$ cat src/rtl/fifo_burst_reader_pkg.sv
// ---------------------------------------------------------------------------
// fifo_burst_reader_pkg
// Shared types and parameter checks for the FIFO burst reader.
//   rd_state_t    : drain FSM states (IDLE / BURST / FLUSH)
//   burst_len_ok  : constant function for the BURST_LEN >= 2 check
// ---------------------------------------------------------------------------
package fifo_burst_reader_pkg;

  typedef enum logic [1:0] {
    IDLE  = 2'd0,
    BURST = 2'd1,
    FLUSH = 2'd2
  } rd_state_t;

  localparam int MIN_BURST_LEN = 2;

  // A one-beat "burst" would make every beat both first and last, which
  // breaks the almost-empty based start condition, so two is the floor.
  function automatic bit burst_len_ok(input int burst_len);
    return burst_len >= MIN_BURST_LEN;
  endfunction

endpackage

$ cat src/rtl/fifo_rd_outreg.sv
// ---------------------------------------------------------------------------
// fifo_rd_outreg
// Single-entry valid/ready output register holding {last, data}.
//   clk, rst    : clock, synchronous active-high reset
//   load        : capture load_data/load_last and raise m_valid
//   load_data   : WIDTH-bit payload to capture
//   load_last   : last-beat flag to capture
//   m_ready     : downstream ready
//   m_data      : registered payload
//   m_valid     : registered valid
//   m_last      : registered last flag
//   slot_free   : register may be (re)loaded this cycle
// ---------------------------------------------------------------------------
module fifo_rd_outreg #(
  parameter int WIDTH = 32
) (
  input  logic             clk,
  input  logic             rst,
  input  logic             load,
  input  logic [WIDTH-1:0] load_data,
  input  logic             load_last,
  input  logic             m_ready,
  output logic [WIDTH-1:0] m_data,
  output logic             m_valid,
  output logic             m_last,
  output logic             slot_free
);

  logic [WIDTH:0] payload_reg;
  logic           valid_reg;

  // A load while the current beat is being accepted replaces it in place,
  // so back-to-back beats flow without a bubble.
  always_ff @(posedge clk) begin
    if (rst) begin
      payload_reg <= '0;
      valid_reg   <= 1'b0;
    end else if (load) begin
      payload_reg <= {load_last, load_data};
      valid_reg   <= 1'b1;
    end else if (valid_reg && m_ready) begin
      valid_reg   <= 1'b0;
    end
  end

  assign slot_free = !valid_reg || m_ready;
  assign m_data    = payload_reg[WIDTH-1:0];
  assign m_last    = payload_reg[WIDTH];
  assign m_valid   = valid_reg;

endmodule

$ cat src/rtl/fifo_burst_reader.sv
// ---------------------------------------------------------------------------
// fifo_burst_reader
// Drains a sync_fifo (pop/dout/empty/a_empty) into a registered valid/ready
// stream grouped into BURST_LEN-beat bursts, with m_last on the final beat.
// Optional feature macro: FIFO_BURST_READER_TIMEOUT_EN -- when defined, a
// residue of fewer than BURST_LEN entries that sits idle for TIMEOUT cycles
// is flushed one entry at a time as single-beat bursts.
//   clk, rst     : clock, synchronous active-high reset
//   fifo_dout    : FIFO head data (valid while !fifo_empty)
//   fifo_empty   : FIFO empty flag
//   fifo_a_empty : FIFO almost-empty flag (FIFO built with AE_LEVEL=BURST_LEN-1)
//   fifo_pop     : combinational pop strobe to the FIFO
//   m_data       : stream data (registered)
//   m_valid      : stream valid (registered)
//   m_last       : last beat of burst (registered)
//   m_ready      : consumer ready
//   busy         : FSM not idle or a beat is pending
//   burst_done   : pulses when the m_last beat is accepted
// ---------------------------------------------------------------------------
module fifo_burst_reader
  import fifo_burst_reader_pkg::*;
#(
  parameter int WIDTH     = 32,
  parameter int BURST_LEN = 4,
  parameter int TIMEOUT   = 16,
  parameter int CNT_W     = $clog2(BURST_LEN),
  parameter int TMR_W     = $clog2(TIMEOUT + 1)
) (
  input  logic             clk,
  input  logic             rst,
  input  logic [WIDTH-1:0] fifo_dout,
  input  logic             fifo_empty,
  input  logic             fifo_a_empty,
  output logic             fifo_pop,
  output logic [WIDTH-1:0] m_data,
  output logic             m_valid,
  output logic             m_last,
  input  logic             m_ready,
  output logic             busy,
  output logic             burst_done
);

  generate
    if (!burst_len_ok(BURST_LEN) || TIMEOUT < 1 || TMR_W < 1) begin : g_param_check
      $error("fifo_burst_reader: BURST_LEN must be >= 2 and TIMEOUT >= 1");
    end
  endgenerate

  localparam logic [CNT_W-1:0] LAST_BEAT = CNT_W'(BURST_LEN - 1);

  rd_state_t        state_reg, state_next;
  logic [CNT_W-1:0] beat_cnt_reg, beat_cnt_next;
  logic             slot_free;
  logic             load_last;

  fifo_rd_outreg #(
    .WIDTH (WIDTH)
  ) u_outreg (
    .clk       (clk),
    .rst       (rst),
    .load      (fifo_pop),
    .load_data (fifo_dout),
    .load_last (load_last),
    .m_ready   (m_ready),
    .m_data    (m_data),
    .m_valid   (m_valid),
    .m_last    (m_last),
    .slot_free (slot_free)
  );

  // Popping only when the FIFO is non-empty doubles as the empty guard:
  // with no pop, neither the state nor the beat counter advances.
  assign fifo_pop   = slot_free && !fifo_empty &&
                      (state_reg == BURST || state_reg == FLUSH);
  assign busy       = (state_reg != IDLE) || m_valid;
  assign burst_done = m_valid && m_ready && m_last;

`ifdef FIFO_BURST_READER_TIMEOUT_EN
  localparam logic [TMR_W-1:0] TMR_MAX = TMR_W'(TIMEOUT - 1);

  logic [TMR_W-1:0] tmr_reg, tmr_next;
`endif

  always_comb begin
    state_next    = state_reg;
    beat_cnt_next = beat_cnt_reg;
    load_last     = 1'b0;
    case (state_reg)
      IDLE: begin
        // a_empty low means at least BURST_LEN entries are present, so a
        // started burst can always complete without waiting on the writer.
        if (!fifo_a_empty) begin
          state_next    = BURST;
          beat_cnt_next = '0;
        end
`ifdef FIFO_BURST_READER_TIMEOUT_EN
        else if (!fifo_empty && tmr_reg == TMR_MAX) begin
          state_next = FLUSH;
        end
`endif
      end
      BURST: begin
        load_last = (beat_cnt_reg == LAST_BEAT);
        if (fifo_pop) begin
          // Counter parks at LAST_BEAT; it is cleared on the next burst start.
          if (load_last) state_next    = IDLE;
          else           beat_cnt_next = beat_cnt_reg + CNT_W'(1);
        end
      end
      FLUSH: begin
        load_last = 1'b1;
        if (fifo_pop) state_next = IDLE;
      end
      default: state_next = IDLE;
    endcase
  end

`ifdef FIFO_BURST_READER_TIMEOUT_EN
  // Counts idle cycles spent holding a partial residue; any state change or
  // a full/empty FIFO restarts the count.
  always_comb begin
    tmr_next = '0;
    if (state_reg == IDLE && state_next == IDLE && !fifo_empty && fifo_a_empty) begin
      tmr_next = (tmr_reg == TMR_MAX) ? tmr_reg : tmr_reg + TMR_W'(1);
    end
  end

  always_ff @(posedge clk) begin
    if (rst) tmr_reg <= '0;
    else     tmr_reg <= tmr_next;
  end
`endif

  always_ff @(posedge clk) begin
    if (rst) begin
      state_reg    <= IDLE;
      beat_cnt_reg <= '0;
    end else begin
      state_reg    <= state_next;
      beat_cnt_reg <= beat_cnt_next;
    end
  end

endmodule

$ cat config.mk
export PLATFORM = sky130hd
export DESIGN_NAME = fifo_burst_reader
export DESIGN_NICKNAME = d
export VERILOG_FILES = /design/src/rtl/fifo_burst_reader_pkg.sv /design/src/rtl/fifo_rd_outreg.sv /design/src/rtl/fifo_burst_reader.sv
export SDC_FILE = /design/constraint.sdc
export NUM_CORES = 1
export LEC_CHECK = 0
export CORE_ASPECT_RATIO = 1.75
export CORE_MARGIN = 2
export CORE_UTILIZATION = 39
export DETAILED_ROUTE_END_ITERATION = 16
export GPL_TIMING_DRIVEN = 0
export HOLD_SLACK_MARGIN = 0.12
export PLACE_DENSITY = 0.79
export SLEW_MARGIN = 20
export SYNTH_ARGS = -nofsm -noshare
export SYNTH_HDL_FRONTEND = slang
export SYNTH_SLANG_ARGS = --single-unit
$ cat constraint.sdc
create_clock -name clk -period 1.7 [get_ports clk]
set_clock_uncertainty 0.2 [all_clocks]
set_input_delay 0.17 -clock clk [delete_from_list [all_inputs] [get_ports clk]]
set_output_delay 0.17 -clock clk [all_outputs]
set_load 0.02 [all_outputs]
### Yosys cells after proc, flatten, opt, wreduce, memory -nomap -nowiden

Cells that the tools add are included.

| word-level totals | value |
|---|---|
| register bits after elaboration | 38 |
| input bits | 37 |
| output and inout bits | 37 |
| word-level logic and storage cells | 40 |

| cells by class | value |
|---|---|
| add/subtract/negate cells | 1 |
| eq/ne operators | 8 |
| muxes and demuxes | 12 |
| reduce and logical (&&, ||, !) cells | 15 |

Operator list:

| operator | count |
|---|---|
| two-way mux 2 bit | 7 |
| != test 2 bit (second input constant) | 4 |
| AND reduction 4 bit | 2 |
| one-hot mux 2 bit (3 select lines) | 1 |
| nonzero test 2 bit | 3 |
| == test 2 bit (second input constant) | 2 |
| logical AND 1 bit | 4 |
| one-hot mux 2 bit (2 select lines) | 1 |
| logical OR 1 bit | 3 |
| adder 2 x 1 -> 2 bit (second input constant) | 1 |
| == test 2 x 1 -> 1 bit (second input constant) | 1 |
| zero test 1 bit | 2 |
| zero test 2 bit | 1 |
| two-way mux 1 bit | 2 |
| != test 2 x 1 -> 1 bit (second input constant) | 1 |
| one-hot mux 1 bit (2 select lines) | 1 |

### Logic depth before layout (Yosys ltp)

| logic depth | value |
|---|---|
| depth in word-level cells | 6 |
| gate-level depth with buffers | 5 |
| gate-level depth less buffers | 3 |

### Hierarchy

A second synthesis with hierarchy kept.

| second synthesis, totals | value |
|---|---|
| cells, all modules | 129 |
| area, all modules | 1,415.1 µm² |

Modules (own cells, without submodules):

| module | times used | cells an instance | area an instance (µm²) | seq. area each (µm²) |
|---|---|---|---|---|
| fifo_rd_outreg | 1 | 111 | 1,238.7 | 680.7 |
| fifo_burst_reader | 1 | 18 | 176.4 | 60.1 |

### Worst setup path before layout

Ideal clock, no wire load.

| timing | value |
|---|---|
| path type | flip-flop to flip-flop |
| start point | register u_outreg.valid_reg, in the netlist u_outreg.m_valid |
| end point | register beat_cnt_reg[0] |
| library setup time | 0.070 ns |
| arrival | 1.222 ns |
| data required time | 1.430 ns |
| path slack | 0.207 ns |
| stages on the path, launching flop included | 5 |
| path buffers | 1 |
| clock period less this slack | 1.493 ns |
| path through | dfxtp_1 nor2b_4 buf_6 or4_1 a21oi_1 |

| between the ends | value |
|---|---|
| cells in the longest elaborated chain, start to end | 6 |

RTL lines:

| what | RTL line | source |
|---|---|---|
| from (decl) | fifo_rd_outreg.sv:30 | `logic valid_reg;` |
| from (signal assigned) | fifo_rd_outreg.sv:37 | `valid_reg <= 1'b0;` |
| from (signal assigned) | fifo_rd_outreg.sv:40 | `valid_reg <= 1'b1;` |
| from (signal assigned) | fifo_rd_outreg.sv:42 | `valid_reg <= 1'b0;` |
| zero test 1 bit | fifo_rd_outreg.sv:46 | `assign slot_free = !valid_reg \|\| m_ready;` |
| logical OR 1 bit | fifo_rd_outreg.sv:46 |  |
| logical AND 1 bit (2 in series) | fifo_burst_reader.sv:73 | `assign fifo_pop = slot_free && !fifo_empty &&` |
| != test 2 bit (no line) | n/a |  |
| AND reduction 4 bit (no line) | n/a |  |
| to (signal assigned) | fifo_burst_reader.sv:140 | `beat_cnt_reg <= beat_cnt_next;` |
| to (decl) | fifo_burst_reader.sv:52 | `logic [CNT_W-1:0] beat_cnt_reg, beat_cnt_next;` |

No other way between the ends.
A chain may end at the register's enable or synchronous reset.

### Worst setup path in the final report

| timing | value |
|---|---|
| start point | register u_outreg.payload_reg[28] |
| end point | output port m_data[28] |

RTL lines:

| what | RTL line | source |
|---|---|---|
| from (decl) | fifo_rd_outreg.sv:29 | `logic [WIDTH:0] payload_reg;` |
| from (signal assigned) | fifo_rd_outreg.sv:39 | `payload_reg <= {load_last, load_data};` |
| to (decl) | fifo_burst_reader.sv:35 | `output logic [WIDTH-1:0] m_data,` |

No word-level cell between the ends.

==> reports/qor.csv <==
stage,metric,value,unit
clocking,CTS tree,built,
setup_path,"Buf+Inv Stages, Crit Path",1,
setup_path,Critical-path top delay cell,clkdlybuf4s50_1,
setup_path,reg2reg setup slack,180,ps
global_routing,initial antenna violation count,0,
floorplan,Die Y,85.1,microns
routing,Via density,5.28,
worst_hold_path,worst min path class,in2reg,
logic_synthesis,Yosys top cell by area,dfxtp_1,
timing,final hold vios,0,
place,cell area after placement,0.00224,sq mm
layout,share of layout cells above drive strength 1,12.2,%
routing,WL/cell,13.9,microns
setup_path,Crit Path Max Fanout,2,
global_routing,first-pass GRT wire length,6.71,mm
timing,RSZ-0062 raised after global routing,false,
layout,number of flip-flops in the largest register,33,
floorplan,Rows,29,
place,dpl hpwl,2.99,mm
logic_synthesis,Commonest cells post-synth,"dfxtp_1 (37), a21oi_1 (36), nand3_1 (33)",
timing,Slew @ Worst Pin,466,ps
routing,Via Count,1589,
job,number of max-cap violations,0,
logic_synthesis,synth unique cells,22,
global_routing,Tot GR Track Use,20.2,%
clocking,"Reg clk slew, reported paths",80,ps
routing,DRC marker count from the first detailed-route iteration,22,
setup_path,Worst path max stage delay,630,ps
setup_path,R2R cell count,3,
pwr,Max IR drop VDD,0.000864,V
layout,Non-Filler Instances,301,
global_routing,Overflow after GRT,0,
setup_path,reg2reg end,beat_cnt_reg[0],
layout,Layout Nets,292,
logic_synthesis,YS warnings,0,
logic_synthesis,Syn Inst Count,174,
pwr,PwrDens,897,mW/mm^2
floorplan,DIE AREA,0.00428,sq mm
logic_synthesis,Mapped Nets,212,
clocking,CTS max path bufs,2,
global_routing,vias in the first global route,1453,
setup_path,CP cell instances,clkdlybuf4s50_1,
timing,minimum clock period,1630,ps
floorplan,Core ar.,0.00363,sq mm
routing,Final ANT Viol Nets,0,
setup_path,crit path from,u_outreg.payload_reg[28],
status,outcome,"complete, no violations",
setup_path,Crit Path Category,reg2out,
layout,Multi-input gate area,623,sq um
worst_hold_path,Hold EP,u_outreg.payload_reg[1],
timing,"Period Utilization, post-route",95.6,%
clocking,CTS H-Tree Depth,2,
floorplan,num ports,74,
logic_synthesis,Synth Area per Inst,8.41,sq um
setup_path,Critical Path End Type,output pin,
logic_synthesis,ys flop type,dfxtp_1,
layout,Register Area,742,sq um
setup_path,RR Startpoint,beat_cnt_reg[0],
layout,area delta synth->final,63.3,%
clocking,Num CTS Buffers,5,
worst_hold_path,hold_sp,fifo_dout[1],
logic_synthesis,most frequent cell after synthesis,dfxtp_1,
floorplan,Die X,50.3,microns
place,DP Cell Count,292,
setup_path,Arrival @ worst endpoint,1260,ps
global_routing,largest net degree at the start of global routing,13,
layout,Finished Cell Area,0.00239,sq mm
place,RD Place Congestion,0.807,
timing,"Slew Viols, Final",0,
pwr,Power Total,2150,uW
setup_path,"delay-heaviest family, CP",buffers and inverters,
routing,drt total wl,4.17,mm
setup_path,crit path launch type,flip-flop,
pwr,LEAKAGE,0.000873,uW
timing,hold slack,237,ps
worst_hold_path,Worst Hold Depth,3,
logic_synthesis,"EDFF count, synth",0,
logic_synthesis,Seq cells post-synth,37,
routing,number of remaining DRC errors,0,
logic_synthesis,Yosys top cell area share,50.6,%
logic_synthesis,post-synthesis sequential area ratio,50.6,%
logic_synthesis,"Async S/R FF share, synth",0,%
routing,1st-pass router iterations,4,
clocking,post-CTS setup buffer count,0,
logic_synthesis,Post-Synthesis Cell Area,0.00146,sq mm
clocking,Clock Sinks,37,
setup_path,Worst EP required,1330,ps
floorplan,Starting Density,40.3,%
layout,filler cell count,338,
place,Buffers on Ports,72,
timing,Final setup violation count,0,
timing,Fmax,615,MHz
logic_synthesis,top post-synthesis cells by area,"dfxtp_1 (51%), a21oi_1 (12%), nand3_1 (11%)",
clocking,clock root buffer,clkbuf_8,
clocking,clk_lat worst skew,290,ps
timing,Slew Limit Headroom,69.0,%
layout,n_diodes,0,
==> layout by cell type, fill, tap and decap left out, drive strengths merged <==
cell	Yosys	final
clkdlybuf4s50	0	68
dfxtp	37	37
a21oi	36	36
nand3	33	33
o21ai	33	33
buf	12	13
clkbuf	8	13
nand2b	2	2
or2	2	2
bufinv	0	2
dlygate4sd2	0	2
nor2b	2	2
o311ai	2	2
nor2	1	1
and3	1	1
or4	1	1
inv	1	1
a221oi	1	1
nand4b	1	1
ha	1	1
clkinv	0	1
dlygate4sd3	0	1
dlymetal6s2s	0	1
==> final cells by class <==
cell class / count / share of cell area [%]
inverter: 1 / 0.157
clock buffer: 5 / 2.88
tap: 46 / 2.41
clock inverter: 3 / 2.72
timing repair buffer: 73 / 30.5
sequential: 37 / 31.0
multi-input combinational: 116 / 26.1
buffer: 20 / 4.29
==> layer usage <==
layer | part of all wire (%) | routed length, microns | global-route usage [%] | vias to the layer above
li1 | - | - | - | 787
met1 | 38 | 1580 | 21.6 | 752
met2 | 56 | 2340 | 38.0 | 41
met3 | 3.6 | 150 | 2.82 | 9
met4 | 2.2 | 93 | 8.35 | 0
met5 | 0 | 0 | 0 | -
==> cell families (layout without fill, tap and decap cells) <==
family / Yosys count / after routing / share of synthesized area [%]
AO/OA/AOI/OAI: 72 / 72 / 25.4
buffers and inverters: 21 / 102 / 7.01
adder cells (fa/ha/maj): 1 / 1 / 0.855
flip-flops: 37 / 37 / 50.6
AND/OR/NAND/NOR: 43 / 43 / 16.2
==> metrics by stage <==
step                setup slack, ps  TNS, ps  util, %
floorplan                       207        0        -
global placement               -367    -2820     61.8
detailed placement             -367    -3950     61.8
CTS                            8.82        0     65.6
global route                   12.5        0     65.9
finish                         74.7        0     65.9
==> repair_timing <==
item,in CTS,in global routing
resized for setup,6,10
hold buffers,1,0
pin swaps,0,0
setup endpoints to repair,3,12
hold endpoints to repair,6,0
==> worst max path at each step <==
stage	end	slack, ps	cells after the start
after global placement	fifo_pop	-370	5
after floorplan	beat_cnt_reg[0]	210	4
after CTS	m_valid	9	1
after detailed placement	fifo_pop	-370	5
final	m_data[28]	70	1
after global routing	u_outreg.payload_reg[23]	10	4
==> power breakdown <==
| group | switching (uW) | internal, uW |
|---|---|---|
| Clock | 312 | 583 |
| Sequential | 18.1 | 903 |
| Combinational | 154 | 174 |
| Total | 485 | 1660 |
(Power assumes the default switching activity.)
